## config.mk

```make
export PLATFORM = sky130hd
export DESIGN_NAME = i2c_entity
export DESIGN_NICKNAME = d
export VERILOG_FILES = /design/src/rtl/i2c_entity.sv
export SDC_FILE = /design/constraint.sdc
export NUM_CORES = 1
export LEC_CHECK = 0
export CAP_MARGIN = 30
export CORE_AREA = 2 2 104 81
export DETAILED_ROUTE_END_ITERATION = 6
export DIE_AREA = 0 0 106 83
export DONT_BUFFER_PORTS = 1
export GPL_ROUTABILITY_DRIVEN = 0
export HOLD_SLACK_MARGIN = 0.02
export PLACE_DENSITY = 0.57
export SLEW_MARGIN = 20
export SYNTH_ARGS = -nofsm -noshare
export SYNTH_HDL_FRONTEND = slang
export SYNTH_SLANG_ARGS = --single-unit
```

## constraint.sdc

```tcl
create_clock -name clock -period 3.7 [get_ports clock]
set_clock_uncertainty 0.2 [all_clocks]
set_input_delay 0.555 -clock clock [delete_from_list [all_inputs] [get_ports clock]]
set_output_delay 0.555 -clock clock [all_outputs]
set_load 0.02 [all_outputs]
```

## src/rtl/i2c_entity.sv

```systemverilog
// Single-master I2C register engine for one ToF sensor lane.
// One transaction per accepted start: 7-bit slave address, 16-bit register
// index (MSB byte first), then 1 or 2 data bytes written or read.
// SCL comes from a quarter-period divider. Both lines are open-drain: the
// *_t outputs release the line when 1 and pull it low when 0.
module i2c_entity #(
  parameter int QUARTER_CYCLES = 63
) (
  input  logic        clock,
  input  logic        reset,
  input  logic        start,
  input  logic        is_read,
  input  logic        nb_of_bytes,
  input  logic [6:0]  slave_adress,
  input  logic [15:0] register_address,
  input  logic [7:0]  data_in,
  output logic [7:0]  data_out,
  output logic        ready,
  output logic        error_out,
  input  logic        SCL_in,
  input  logic        SDA_in,
  output logic        SCL_out,
  output logic        SDA_out,
  output logic        SCL_t,
  output logic        SDA_t
);

  localparam int            QW    = (QUARTER_CYCLES > 2) ? $clog2(QUARTER_CYCLES) : 1;
  localparam logic [QW-1:0] QLAST = QW'(QUARTER_CYCLES - 1);

  typedef enum logic [2:0] {
    S_IDLE,
    S_START,
    S_SEND_BYTE,
    S_SLAVE_ACK,
    S_RSTART,
    S_RECV_BYTE,
    S_MASTER_ACK,
    S_STOP
  } state_t;

  state_t r_state;
  state_t w_state_nxt;

  logic [QW-1:0] r_qcnt;    // cycle within the current quarter
  logic [1:0]    r_q;       // quarter within the current bit
  logic [2:0]    r_bit;     // bit index within a byte
  logic [2:0]    r_byte;    // 0 addr, 1 regH, 2 regL, 3 D0 / read addr, 4..5 data
  logic [7:0]    r_sh;      // transmit / receive shift register
  logic          r_nack;    // SDA level seen at the slave ACK sample
  logic          r_err;
  logic [7:0]    r_data_out;
  logic [6:0]    r_addr;
  logic [15:0]   r_reg;
  logic          r_rd;
  logic          r_nb;

  logic          w_scl_t;
  logic          w_sda_t;
  logic          w_hold;
  logic          w_qend;
  logic          w_bend;
  logic          w_sample;
  logic          w_last;
  logic [7:0]    w_load_byte;

  // A slave stretching the clock keeps SCL_in low after we released it.
  assign w_hold   = w_scl_t & ~SCL_in;
  assign w_qend   = (r_state != S_IDLE) && (r_qcnt == QLAST) && !w_hold;
  assign w_bend   = w_qend && (r_q == 2'd3);
  assign w_sample = w_qend && (r_q == 2'd2);

  // The final read byte is answered with NACK.
  assign w_last = ((r_byte == 3'd4) && !r_nb) || (r_byte == 3'd5);

  // Byte to transmit after the ACK of byte r_byte; data_in is taken live.
  always_comb begin
    w_load_byte = data_in;
    case (r_byte)
      3'd0:    w_load_byte = r_reg[15:8];
      3'd1:    w_load_byte = r_reg[7:0];
      default: w_load_byte = data_in;
    endcase
  end

  // Quarter/cycle divider; frozen while the bus is stretched, idle when not busy.
  always_ff @(posedge clock) begin
    if (!reset) begin
      r_qcnt <= '0;
      r_q    <= 2'd0;
    end else if (r_state == S_IDLE) begin
      r_qcnt <= '0;
      r_q    <= 2'd0;
    end else if (w_qend) begin
      r_qcnt <= '0;
      r_q    <= r_q + 2'd1;
    end else if (!w_hold) begin
      r_qcnt <= r_qcnt + QW'(1);
    end
  end

  // State register.
  always_ff @(posedge clock) begin
    if (!reset) r_state <= S_IDLE;
    else        r_state <= w_state_nxt;
  end

  // Next-state: every non-idle state advances on bit boundaries only.
  always_comb begin
    w_state_nxt = r_state;
    case (r_state)
      S_IDLE:       if (start) w_state_nxt = S_START;
      S_START:      if (w_bend) w_state_nxt = S_SEND_BYTE;
      S_SEND_BYTE:  if (w_bend && (r_bit == 3'd7)) w_state_nxt = S_SLAVE_ACK;
      S_SLAVE_ACK: begin
        if (w_bend) begin
          if (r_nack) begin
            w_state_nxt = S_STOP;
          end else if (r_rd) begin
            case (r_byte)
              3'd2:    w_state_nxt = S_RSTART;
              3'd3:    w_state_nxt = S_RECV_BYTE;
              default: w_state_nxt = S_SEND_BYTE;
            endcase
          end else if ((r_byte <= 3'd2) || ((r_byte == 3'd3) && r_nb)) begin
            w_state_nxt = S_SEND_BYTE;
          end else begin
            w_state_nxt = S_STOP;
          end
        end
      end
      S_RSTART:     if (w_bend) w_state_nxt = S_START;
      S_RECV_BYTE:  if (w_bend && (r_bit == 3'd7)) w_state_nxt = S_MASTER_ACK;
      S_MASTER_ACK: if (w_bend) w_state_nxt = w_last ? S_STOP : S_RECV_BYTE;
      S_STOP:       if (w_bend) w_state_nxt = S_IDLE;
      default:      w_state_nxt = S_IDLE;
    endcase
  end

  // Datapath: request latch, shift register, byte/bit counters, status.
  always_ff @(posedge clock) begin
    if (!reset) begin
      r_bit      <= 3'd0;
      r_byte     <= 3'd0;
      r_sh       <= 8'hFF;
      r_nack     <= 1'b0;
      r_err      <= 1'b0;
      r_data_out <= 8'h00;
      r_addr     <= 7'd0;
      r_reg      <= 16'd0;
      r_rd       <= 1'b0;
      r_nb       <= 1'b0;
    end else begin
      case (r_state)
        S_IDLE: begin
          if (start) begin
            r_addr <= slave_adress;
            r_reg  <= register_address;
            r_rd   <= is_read;
            r_nb   <= nb_of_bytes;
            r_err  <= 1'b0;
            r_byte <= 3'd0;
            r_bit  <= 3'd0;
            r_nack <= 1'b0;
          end
        end
        S_START: begin
          // First START carries the write address, the repeated one the read.
          if (w_bend) begin
            r_sh  <= {r_addr, (r_byte != 3'd0)};
            r_bit <= 3'd0;
          end
        end
        S_SEND_BYTE: begin
          if (w_bend) begin
            r_sh  <= {r_sh[6:0], 1'b1};
            r_bit <= r_bit + 3'd1;
          end
        end
        S_SLAVE_ACK: begin
          if (w_sample) r_nack <= SDA_in;
          if (w_bend) begin
            r_byte <= r_byte + 3'd1;
            r_sh   <= w_load_byte;
            r_bit  <= 3'd0;
            if (r_nack) r_err <= 1'b1;
          end
        end
        S_RECV_BYTE: begin
          if (w_sample) begin
            r_sh <= {r_sh[6:0], SDA_in};
            if (r_bit == 3'd7) r_data_out <= {r_sh[6:0], SDA_in};
          end
          if (w_bend) r_bit <= r_bit + 3'd1;
        end
        S_MASTER_ACK: begin
          if (w_bend) begin
            r_byte <= r_byte + 3'd1;
            r_bit  <= 3'd0;
          end
        end
        default: ;
      endcase
    end
  end

  // Line drive per state and quarter; SCL is low in Q0/Q1, released in Q2/Q3.
  always_comb begin
    w_scl_t = 1'b1;
    w_sda_t = 1'b1;
    case (r_state)
      S_START: begin
        w_scl_t = (r_q != 2'd3);
        w_sda_t = ~r_q[1];
      end
      S_SEND_BYTE: begin
        w_scl_t = r_q[1];
        w_sda_t = r_sh[7];
      end
      S_SLAVE_ACK, S_RSTART, S_RECV_BYTE: begin
        w_scl_t = r_q[1];
      end
      S_MASTER_ACK: begin
        w_scl_t = r_q[1];
        w_sda_t = w_last;
      end
      S_STOP: begin
        w_scl_t = r_q[1];
        w_sda_t = (r_q == 2'd3);
      end
      default: ;
    endcase
  end

  assign SCL_t     = w_scl_t;
  assign SDA_t     = w_sda_t;
  assign SCL_out   = 1'b0;
  assign SDA_out   = 1'b0;
  assign ready     = (r_state == S_IDLE);
  assign error_out = r_err;
  assign data_out  = r_data_out;

endmodule

```

==> results.md, run 1 <==
* Row count at 28
* Top cells by count, synth: 84 x nand2_1, 60 x dfxtp_1, 37 x a21oi_1
* Fin crit share at 0.7665
* Achievable frequency at roughly 350 MHz
* Slowest stage cell, crit path: ha_1
* Crit Path Max Fanout at 12
* Postcts setup bufs at 0
* Post-Layout Cell Count at 474
* First-pass GRT wire length at 12030 µm
* Slew margin rel. at 0.3785
* Mapped cell area at 3013 µm²
* Max reg flops at 16
* HPWL Detailed at between 5000 and 6000 µm
* XOR/XNOR Fraction of Synth Area at 0.01453
* Antenna violations before repair at 0
* DRT iter0 DRCs at 145
* Cell count after synthesis at 375
* Overflow after GRT at 0
* Critical R2R Launch: r_state[1]
* Post-synthesis simple-gate area fraction at 0.2143
* Setup crit start: r_byte[1]
* Via count at 2569
* Share of layout cells above drive strength 1 at 0.07317
* Worst-path cell chain: inv_1 > ha_1 > nor2b_1 > o21a_1 > a21oi_1 > a21oi_1
* Critical Path End Type: output pin
* Mapped Avg Cell Area at 8.034 µm²
* Setup TNS at 0 ns
* Slew @ Worst Pin at roughly 0.93 ns
* Core ar. at 7742 µm²
* Root buf cell: clkbuf_8
* Num CTS Buffers at 9
* CP Data Required Time at 2.94 ns
* Final setup viols at 0
* RSZ-0062 raised after global routing: false
* Largest family of logic cells by synthesized area: compound AO/OA/AOI/OAI gates
* Synth cell types at between 50 and 60
* Startpoint Class: flop
* Antenna Cells at 0
* PortBufs at 0
* Post-CTS Resized at 0
* Detail Route Antenna Nets at 0
* Most used DFF post-synth: dfxtp_1
* H-Tree Level Count at 3
* Clock buffer depth at 2
* Io pins at 52
* Die height at 83 µm
* Reg clk slew, reported paths at 0.07 ns
* Drt first pass iters at 5
* Routed len/inst at 15.48 µm
* Mux cell area share after synthesis at 0.03322
* Starting Density at 0.3891
* CTS Sinks at 60
* Largest net degree at the start of global routing at 27
* Crit Path Class: reg -> out
* Status: finished, final reports clean
* Placed Instances at 458
* Top-count cell post-synth: nand2_1
* CTS Hold Buffers Added at 0
* Max-capacitance violation count at 0
* Worst path max stage delay at 0.44 ns
* Overall routing resource usage at 0.1733
* HP Start: reset
* Clock Latency Late Sink at approximately 0.34 ns
* Pins over their slew limit at 0
* Endpoints failing hold at 0
* DIE AREA at 8798 µm²
* Adder-cell share of the synthesized area at 0.04568
* Post-synth EDFFs at 0
* DRC at 0
* DIE WIDTH at about 110 µm
* TritonCTS clock tree: done
* Total Wirelength at 7337 µm
* WP data arrival at 2.08 ns
* Asr flop ratio synth at 0
* Vias in the first global route at ~2400
* Top cell type's share of synthesized area at 0.3987
* Synthesis-to-finish area growth at 7.890%
* Final worst path period need at between 2 and 3 ns
* Ranking of synthesized cells by area: dfxtp_1 40%, nand2_1 10%, a21oi_1 6.1%
* Sequential-to-total area share from yosys stat at 0.3987
* Nets at 413
* Most common cell on crit path: a21oi_1
* Post-synthesis compound-gate area fraction at 0.2346
* Vias per inst at roughly 5.4
* Warnings, synthesis at 0
* Max VDD drop at 0.2071 mV
* Synth area leader: dfxtp_1
* LEAKAGE at 1.127 nW
* Worst Hold Class: in -> reg
* Synth Register Bits at 60
* Power Dens Cells at 571.7 nW/µm²
layout by cell type (no fill, tap or decap), types with 3 or more instances in the layout:
cell,count
nand2_1,84
dfxtp_1,60
a21oi_1,37
nor2_1,21
o21ai_0,19
a22oi_1,15
ha_1,11
mux2i_1,10
clkbuf_8,9
inv_1,8
nor3_1,8
nand3_1,7
a41oi_1,7
nand4_1,5
nand2b_1,4
or3_1,3
xnor2_1,3
buf_4,3
per-layer routing:
metal	up-vias	wire length, µm	share of wire	GRT usage
met4	0	80	0.011	0.05742
met1	1192	3672	0.50	0.2392
met3	8	452	0.062	0.05808
met5	-	0	0	0
met2	74	3132	0.43	0.2534
li1	1295	-	-	-
cell type report:
type / instances / area (µm²)
clock inverters: 6 / 88.84
well taps: 105 / 131.4
clock buffers: 10 / 127.6
fillers: 788 / 4492
flip-flops and latches: 60 / 1201
inverters: 10 / 37.54
multi-input cells: 280 / 1642
repair buffers: 3 / 22.52
worst paths after layout:
check	endpoint	slack [ns]	depth (start not counted)
max reg2reg	r_byte[1]	1.12	6
max	SDA_t	0.86	6
min reg2reg	r_reg[13]	0.26	2
min	r_sh[0]	0.1	1
logic make-up (layout without fill, tap and decap cells):
logic type               after synthesis  count (layout)
AND/OR/NAND/NOR                      145             145
other                                  1               2
adder cells (fa/ha/maj)               11              11
XOR/XNOR                               5               5
AO/OA/AOI/OAI                        107             107
buffers and inverters                 36              29
multiplexers                          10              10
flip-flops                            60              60
critical path: cells and delay by family (launching register included):
kind | cells | cell delay, ns
simple gates | 1 | 0.19
buf+inv | 1 | 0.12
flops | 1 | 0.33
compound gates | 3 | 0.65
fa+ha+maj | 1 | 0.44
per-stage QoR:
step | area (µm²) | utilization | hold slack, ns | setup slack (ns) | power [mW]
2_1_floorplan | 3017 | - | 0.2360 | 1.533 | 1.145
3_3_place_gp | 3034 | 0.3919 | 0.2434 | 1.143 | 1.210
3_5_place_dp | 3034 | 0.3919 | 0.2478 | 1.125 | 1.215
4_1_cts | 3251 | 0.4198 | 0.07688 | 0.8383 | 1.870
5_1_grt | 3251 | 0.4198 | 0.08917 | 0.6947 | 1.964
6_report | 3251 | 0.4198 | 0.09602 | 0.8640 | 1.859
power by group:
group          leakage, nW  internal (mW)  switching, mW
Combinational        0.537          0.140          0.272
Clock                0.102          0.379          0.276
Sequential           0.488          0.709         0.0821
Total                 1.13           1.23          0.631
Power figures use the tool's default switching activity.
==> run 2, diff against run 1 <==
PLACE_DENSITY = 0.59   (was 0.57)
clock period = 2.34 ns   (was 3.7 ns; I/O delays follow)
==> run 2 against run 1 <==
Effect of this change:
- sequential share of layout area is 3.7 points lower
- via count is 5.5% higher
- global-route usage is 0.42 points higher
- critical path type unchanged
- largest power group unchanged
==> results.md, run 2 (same netlist as run 1, synthesis figures left out) <==
* Vias per inst at 5.262 (-2.9%)
* Clock Latency Late Sink at 0.34 ns (about the same)
* LEAKAGE at 1.308 nW (+16%)
* Endpoints failing hold at 0 (unchanged)
* Crit Path Max Fanout at 4 (-8)
* Sequential power share at 0.414 (-0.011)
* Max reg flops at 16 (unchanged)
* Antenna violations before repair at 0 (unchanged)
* Hold WS at 0.09686 ns (+0.0008399 ns)
* Clock buffer depth at 2 (unchanged)
* Overflow after GRT at 0 (unchanged)
* M3 GR Usage at 0.05495 (-0.003140)
* Grt met1 use at 0.2507 (+0.01150)
* Achievable frequency at 441.6 MHz
* Slew @ Worst Pin at 0.7291 ns (-0.2032 ns)
* HPWL Detailed at 5184 µm (+0.48%)
* Hold depth at 3 (+2)
* DRC at 0 (unchanged)
* Drt first pass iters at 5 (unchanged)
* Vias in the first global route at 2544 (+7.4%)
* H-Tree Level Count at 3 (unchanged)
* Power Dens Cells at 808.7 nW/µm² (+41%)
* Power share of the combinational group at 0.266 (+0.044)
* Row count at 28 (unchanged)
* Via count at 2710 (+5.5%)
* First-pass GRT wire length at 12540 µm (+4.2%)
* CTS Sinks at 60 (unchanged)
* Final worst path period need at 2.264 ns
* RSZ-0062 raised after global routing: false
* PortBufs at 0 (unchanged)
* Synthesis-to-finish area growth at 20.93%
* Slowest stage cell, crit path: dfxtp_4
* Core ar. at 7742 µm² (unchanged)
* Nets at 454 (+9.9%)
* Num CTS Buffers at 9 (unchanged)
* WP data arrival at 1.71 ns (-0.37 ns)
* Antenna Cells at 0 (unchanged)
* Critical Path End Type: output pin
* Most common cell on crit path: a21oi_1
* Commonest non-fill, non-tap cell in the layout: nand2_1
* Pins over their slew limit at 0 (unchanged)
* Place WS at 0.2419 ns (-0.8829 ns)
* Max VDD drop at 0.5080 mV (+150%)
* Gr busiest metal: met2
* Starting Density at 0.3891 (unchanged)
* Reg2Reg Setup Slack at 0.22 ns (-0.90 ns)
* Clock network power share at 0.319 (-0.034)
* Final setup viols at 0 (unchanged)
* Final setup margin at 0.07564 ns (-0.7884 ns)
* Status: finished, final reports clean
* TritonCTS clock tree: done
* Root buf cell: clkbuf_8
* CP Data Required Time at 1.79 ns (-1.15 ns)
* Detail Route Antenna Nets at 0 (unchanged)
* Fillers at 741 (-6.0%)
* Worst-path cell chain: inv_1 > ha_4 > nor2b_1 > o21a_1 > a21oi_1 > a21oi_1 > buf_4
* Routed len/inst at 14.46 µm (-6.6%)
* Worst path max stage delay at 0.38 ns (-0.06 ns)
* Reg clk slew, reported paths at 0.07 ns (about the same)
* Grt met2 use at 0.2592 (+0.005865)
* Commonest non-fill, non-tap cells in the layout: 84 x nand2_1, 57 x dfxtp_1, 37 x a21oi_1
* Placed cell areas at 3139 µm² (+3.5%)
* Worst Hold Class: in -> reg
* Int Power at 1.916 mW (+56%)
* Fin crit share at 0.9677
* Final Instance Area at 3643 µm² (+12%)
* DIE WIDTH at 106 µm (unchanged)
* Final core occ at 0.4706 (+0.05074)
* Reg2Reg Depth at 7 (+1)
* Share of layout cells above drive strength 1 at 0.1171 (+0.04390)
* Setup TNS at 0 ns (unchanged)
* Max-capacitance violation count at 0 (unchanged)
* Switching Fraction at 0.3496 (+0.01024)
* Startpoint Class: flop
* DRT iter0 DRCs at 123 (-15%)
* Crit Path Class: reg -> out
* Total Wirelength at 7447 µm (+1.5%)
* Die height at 83 µm (unchanged)
* Io pins at 52 (unchanged)
* Slew margin rel. at 0.5124 (+0.1339)
* Largest net degree at the start of global routing at 29 (+7.4%)
* Overall routing resource usage at 0.1775 (+0.004222)
* DIE AREA at 8798 µm² (unchanged)
* Sw power at 1.030 mW (+63%)
-- run 2: cell types whose count changed in the layout (fill, tap and decap cells not counted), sizes merged --
cell / previous run / this run
inv: 9 / 10
clkinv: 3 / 4
dlygate4sd3: 0 / 27
clkbuf: 10 / 9
bufinv: 2 / 1
buf: 3 / 17
-- run 2: critical path: cells and delay by family, from the launching register on --
| kind | cells | cell delay (ns) |
|---|---|---|
| DFF | 1 | 0.38 |
| AOI/OAI and AO/OA | 3 | 0.42 |
| buffers and inverters | 2 | 0.26 |
| adders and majority gates | 1 | 0.19 |
| and+or+nand+nor | 1 | 0.12 |
-- run 2: repair_timing --
item                                    4_1_cts  5_1_grt
endpoints found under the setup margin        1        1
setup buffers                                 0        0
gates resized for setup                       4        7
cloned                                        0        0
hold endpoints to repair                     43        0
hold buffers                                 27        0
-- run 2: path summary, 6_finish.rpt --
kind / end / start
min: r_state[1] / reset
min reg2reg: r_reg[11] / r_reg[11]
max reg2reg: r_byte[2] / r_qcnt[0]
max: SDA_t / r_byte[0]
-- run 2: per-stage QoR --
| stage | std cells | power, mW |
|---|---|---|
| global route | 515 | 3.130 |
| detailed placement | 472 | 1.968 |
| global placement | 472 | 1.960 |
| floorplan | 376 | 1.811 |
| finish | 515 | 2.946 |
| CTS | 515 | 2.955 |
-- run 2: area by class of cell --
class | count | area [µm²] | share of cell area
clock buffers | 9 | 123.9 | 0.03400
inverters | 10 | 37.54 | 0.01030
multi-input cells | 280 | 1667 | 0.4574
repair buffers | 44 | 397.9 | 0.1092
clock inverters | 7 | 76.32 | 0.02095
flip-flops and latches | 60 | 1210 | 0.3321
well taps | 105 | 131.4 | 0.03606
-- run 2: power by group through the flow --
stage / logic (mW) / clock network, mW / registers [mW]
after floorplan: 0.623 / 0 / 1.19
after global placement: 0.729 / 0 / 1.23
after detailed placement: 0.730 / 0 / 1.24
after CTS: 0.775 / 0.964 / 1.22
after global routing: 0.880 / 1.01 / 1.24
final: 0.784 / 0.941 / 1.22
-- run 2: metal layers --
layer  wire, µm  part of all wire
met1       3551              0.48
met3        567             0.076
met2       3222              0.43
met5          0                 0
met4        106             0.014
==> run 3, diff against run 2 <==
CELL_PAD_IN_SITES_DETAIL_PLACEMENT = 0   (was unset)
CELL_PAD_IN_SITES_GLOBAL_PLACEMENT = 1   (was unset)
PLACE_DENSITY = 0.74   (was 0.59)
==> run 3 against run 2 <==
Effect of this change:
- worst setup slack improved by 0.026 ns
- largest cell class unchanged
- count of clock-buffer cells in the layout is 1 higher
- largest power group unchanged
- combinational power rose by 5.1%
==> results.md, run 3 (same netlist as run 1, synthesis figures left out) <==
* Status: finished, final reports clean
* Reg2Reg Setup Slack at 0.22 ns (about the same)
* Critical Path End Type: output pin
* Antenna Cells at 0 (unchanged)
* Io pins at 52 (unchanged)
* Drt first pass iters at 4 (-1)
* PortBufs at 0 (unchanged)
* Power Dens Cells at 836.0 nW/µm² (+3.4%)
* Final worst path period need at 2.238 ns (-0.02630 ns)
* Placed cell areas at 3152 µm² (+0.40%)
* WHS Endpoint: r_qcnt[4]
* HPWL Detailed at 5205 µm (+0.41%)
* Detail Route Antenna Nets at 0 (unchanged)
* Sequential Area at 1209 µm² (-0.10%)
* Vias per inst at 5.322 (+1.1%)
* HP Start: reset
* Clock buffer depth at 2 (unchanged)
* DIE AREA at 8798 µm² (unchanged)
* Num CTS Buffers at 9 (unchanged)
* First-pass GRT wire length at 12650 µm (+0.88%)
* Placed Instances at 472 (unchanged)
* Setup TNS at 0 ns (unchanged)
* Endpoints failing hold at 0 (unchanged)
* Critical R2R Launch: r_q[1]
* Total power at 3.076 mW (+4.4%)
* Commonest non-fill, non-tap cells in the layout: 84 x nand2_1, 56 x dfxtp_1, 35 x a21oi_1
* Total Wirelength at 7686 µm (+3.2%)
* Multi-input gate area at 1668 µm² (about the same)
* CP Data Required Time at 1.79 ns (about the same)
* Via count at 2741 (+1.1%)
* Share of layout cells above drive strength 1 at 0.1268 (+0.009756)
* Fin crit share at 0.9564 (-0.01124)
* Fillers at 778 (+5.0%)
* Row count at 28 (unchanged)
* Achievable frequency at 446.8 MHz (+1.2%)
* Overflow after GRT at 0 (unchanged)
* H-Tree Level Count at 3 (unchanged)
* Final setup viols at 0 (unchanged)
* Crit Path Max Fanout at 5 (+1)
* Most common cell on crit path: a21oi_2
* WP data arrival at 1.69 ns (-0.02 ns)
* Max reg flops at 16 (unchanged)
* Max-capacitance violation count at 0 (unchanged)
* Starting Density at 0.3891 (unchanged)
* Antenna violations before repair at 0 (unchanged)
* Routed len/inst at 14.92 µm (+3.2%)
* Slew margin rel. at 0.4807 (-0.03164)
* Final Instance Area at 3680 µm² (+1.0%)
* TritonCTS clock tree: done
* Hold depth at 2 (-1)
* DRC at 0 (unchanged)
* Max VDD drop at 0.3601 mV (-29%)
* Largest net degree at the start of global routing at 27 (-6.9%)
* Overall routing resource usage at 0.1809 (+0.003400)
* Die height at 83 µm (unchanged)
* Worst path max stage delay at 0.37 ns (about the same)
* Slowest stage cell, crit path: dfxtp_1
* Root buf cell: clkbuf_8
* LEAKAGE at 1.317 nW (+0.68%)
* Worst Hold Class: in -> reg
* RR Endpoint: r_sh[1]
* Worst-path cell chain: inv_2 > ha_4 > nor2b_1 > o21a_1 > a21oi_2 > a21oi_2 > buf_4
* Slew @ Worst Pin at 0.7764 ns (+0.04730 ns)
* Hold WS at 0.07922 ns (-0.01764 ns)
* Vias in the first global route at 2579 (+1.4%)
* Crit Path Class: reg -> out
* Nets at 454 (unchanged)
* Postcts setup bufs at 0 (unchanged)
* Clock Latency Late Sink at 0.35 ns (about the same)
* Core ar. at 7742 µm² (unchanged)
* DRT iter0 DRCs at 129 (+4.9%)
* Commonest non-fill, non-tap cell in the layout: nand2_1
* Post-Layout Cell Count at 515 (unchanged)
* Synthesis-to-finish area growth at 22.13%
* Reg2Reg Depth at 6 (-1)
* Pins over their slew limit at 0 (unchanged)
* Startpoint Class: flop
* Reg clk slew, reported paths at 0.08 ns (about the same)
* CTS Sinks at 60 (unchanged)
* DIE WIDTH at 106 µm (unchanged)
## run 3: changes by cell type in the layout (fill, tap and decap cells not counted), sizes merged
| cell | before | now |
|---|---|---|
| bufinv | 1 | 2 |
| clkbuf | 9 | 10 |
| clkinv | 4 | 3 |
| inv | 10 | 9 |
## run 3: worst max path at each step
| stage | startpoint | endpoint | slack [ns] | depth (start not counted) |
|---|---|---|---|---|
| 6_report | r_byte[1] | SDA_t | 0.10 | 7 |
| 5_1_grt | r_q[1] | SDA_t | -0.005 | 7 |
| 4_1_cts | r_q[1] | SDA_t | 0.008 | 7 |
| 3_5_place_dp | r_q[1] | r_sh[1] | 0.24 | 6 |
| 3_3_place_gp | r_q[1] | r_sh[3] | 0.29 | 6 |
| 2_1_floorplan | r_q[1] | r_sh[5] | 0.25 | 7 |
## run 3: metal layers
metal / part of all wire / vias to the layer above / global-route usage
li1: - / 1384 / -
met1: 0.50 / 1265 / 0.2522
met2: 0.43 / 83 / 0.2680
met3: 0.057 / 9 / 0.05338
met4: 0.010 / 0 / 0.05742
met5: 0 / - / 0
## run 3: stage by stage
step | util | worst slack (ns)
final | 0.4753 | 0.1019
after global routing | 0.4753 | -0.005405
after CTS | 0.4716 | 0.007974
after detailed placement | 0.4071 | 0.2435
after global placement | 0.4071 | 0.2939
after floorplan | - | 0.2505
## run 3: area by class of cell
| cell class | instances | share of cell area |
|---|---|---|
| Clock buffer | 10 | 0.03468 |
| Inverter | 10 | 0.01020 |
| Sequential cell | 60 | 0.3285 |
| Timing Repair Buffer | 44 | 0.1136 |
| Multi-Input combinational cell | 280 | 0.4532 |
| Clock inverter | 6 | 0.02414 |
| Tap cell | 105 | 0.03570 |
## run 3: timing repair
item                       CTS  global route
setup endpoints to repair    1             1
hold buffers                27             0
pin swaps                    0             2
hold endpoints to repair    43             0
resized for setup            3            13
## run 3: power breakdown
part | internal, mW | switching (mW)
Sequential | 1.12 | 0.0805
Clock | 0.600 | 0.451
Combinational | 0.310 | 0.515
Total | 2.03 | 1.05
## run 3: critical path: cells and delay by family (launching register included)
family | cells | cell delay (ns)
buffers and inverters | 2 | 0.24
AOI/OAI and AO/OA | 3 | 0.42
and+or+nand+nor | 1 | 0.13
adders and majority gates | 1 | 0.18
DFF | 1 | 0.37
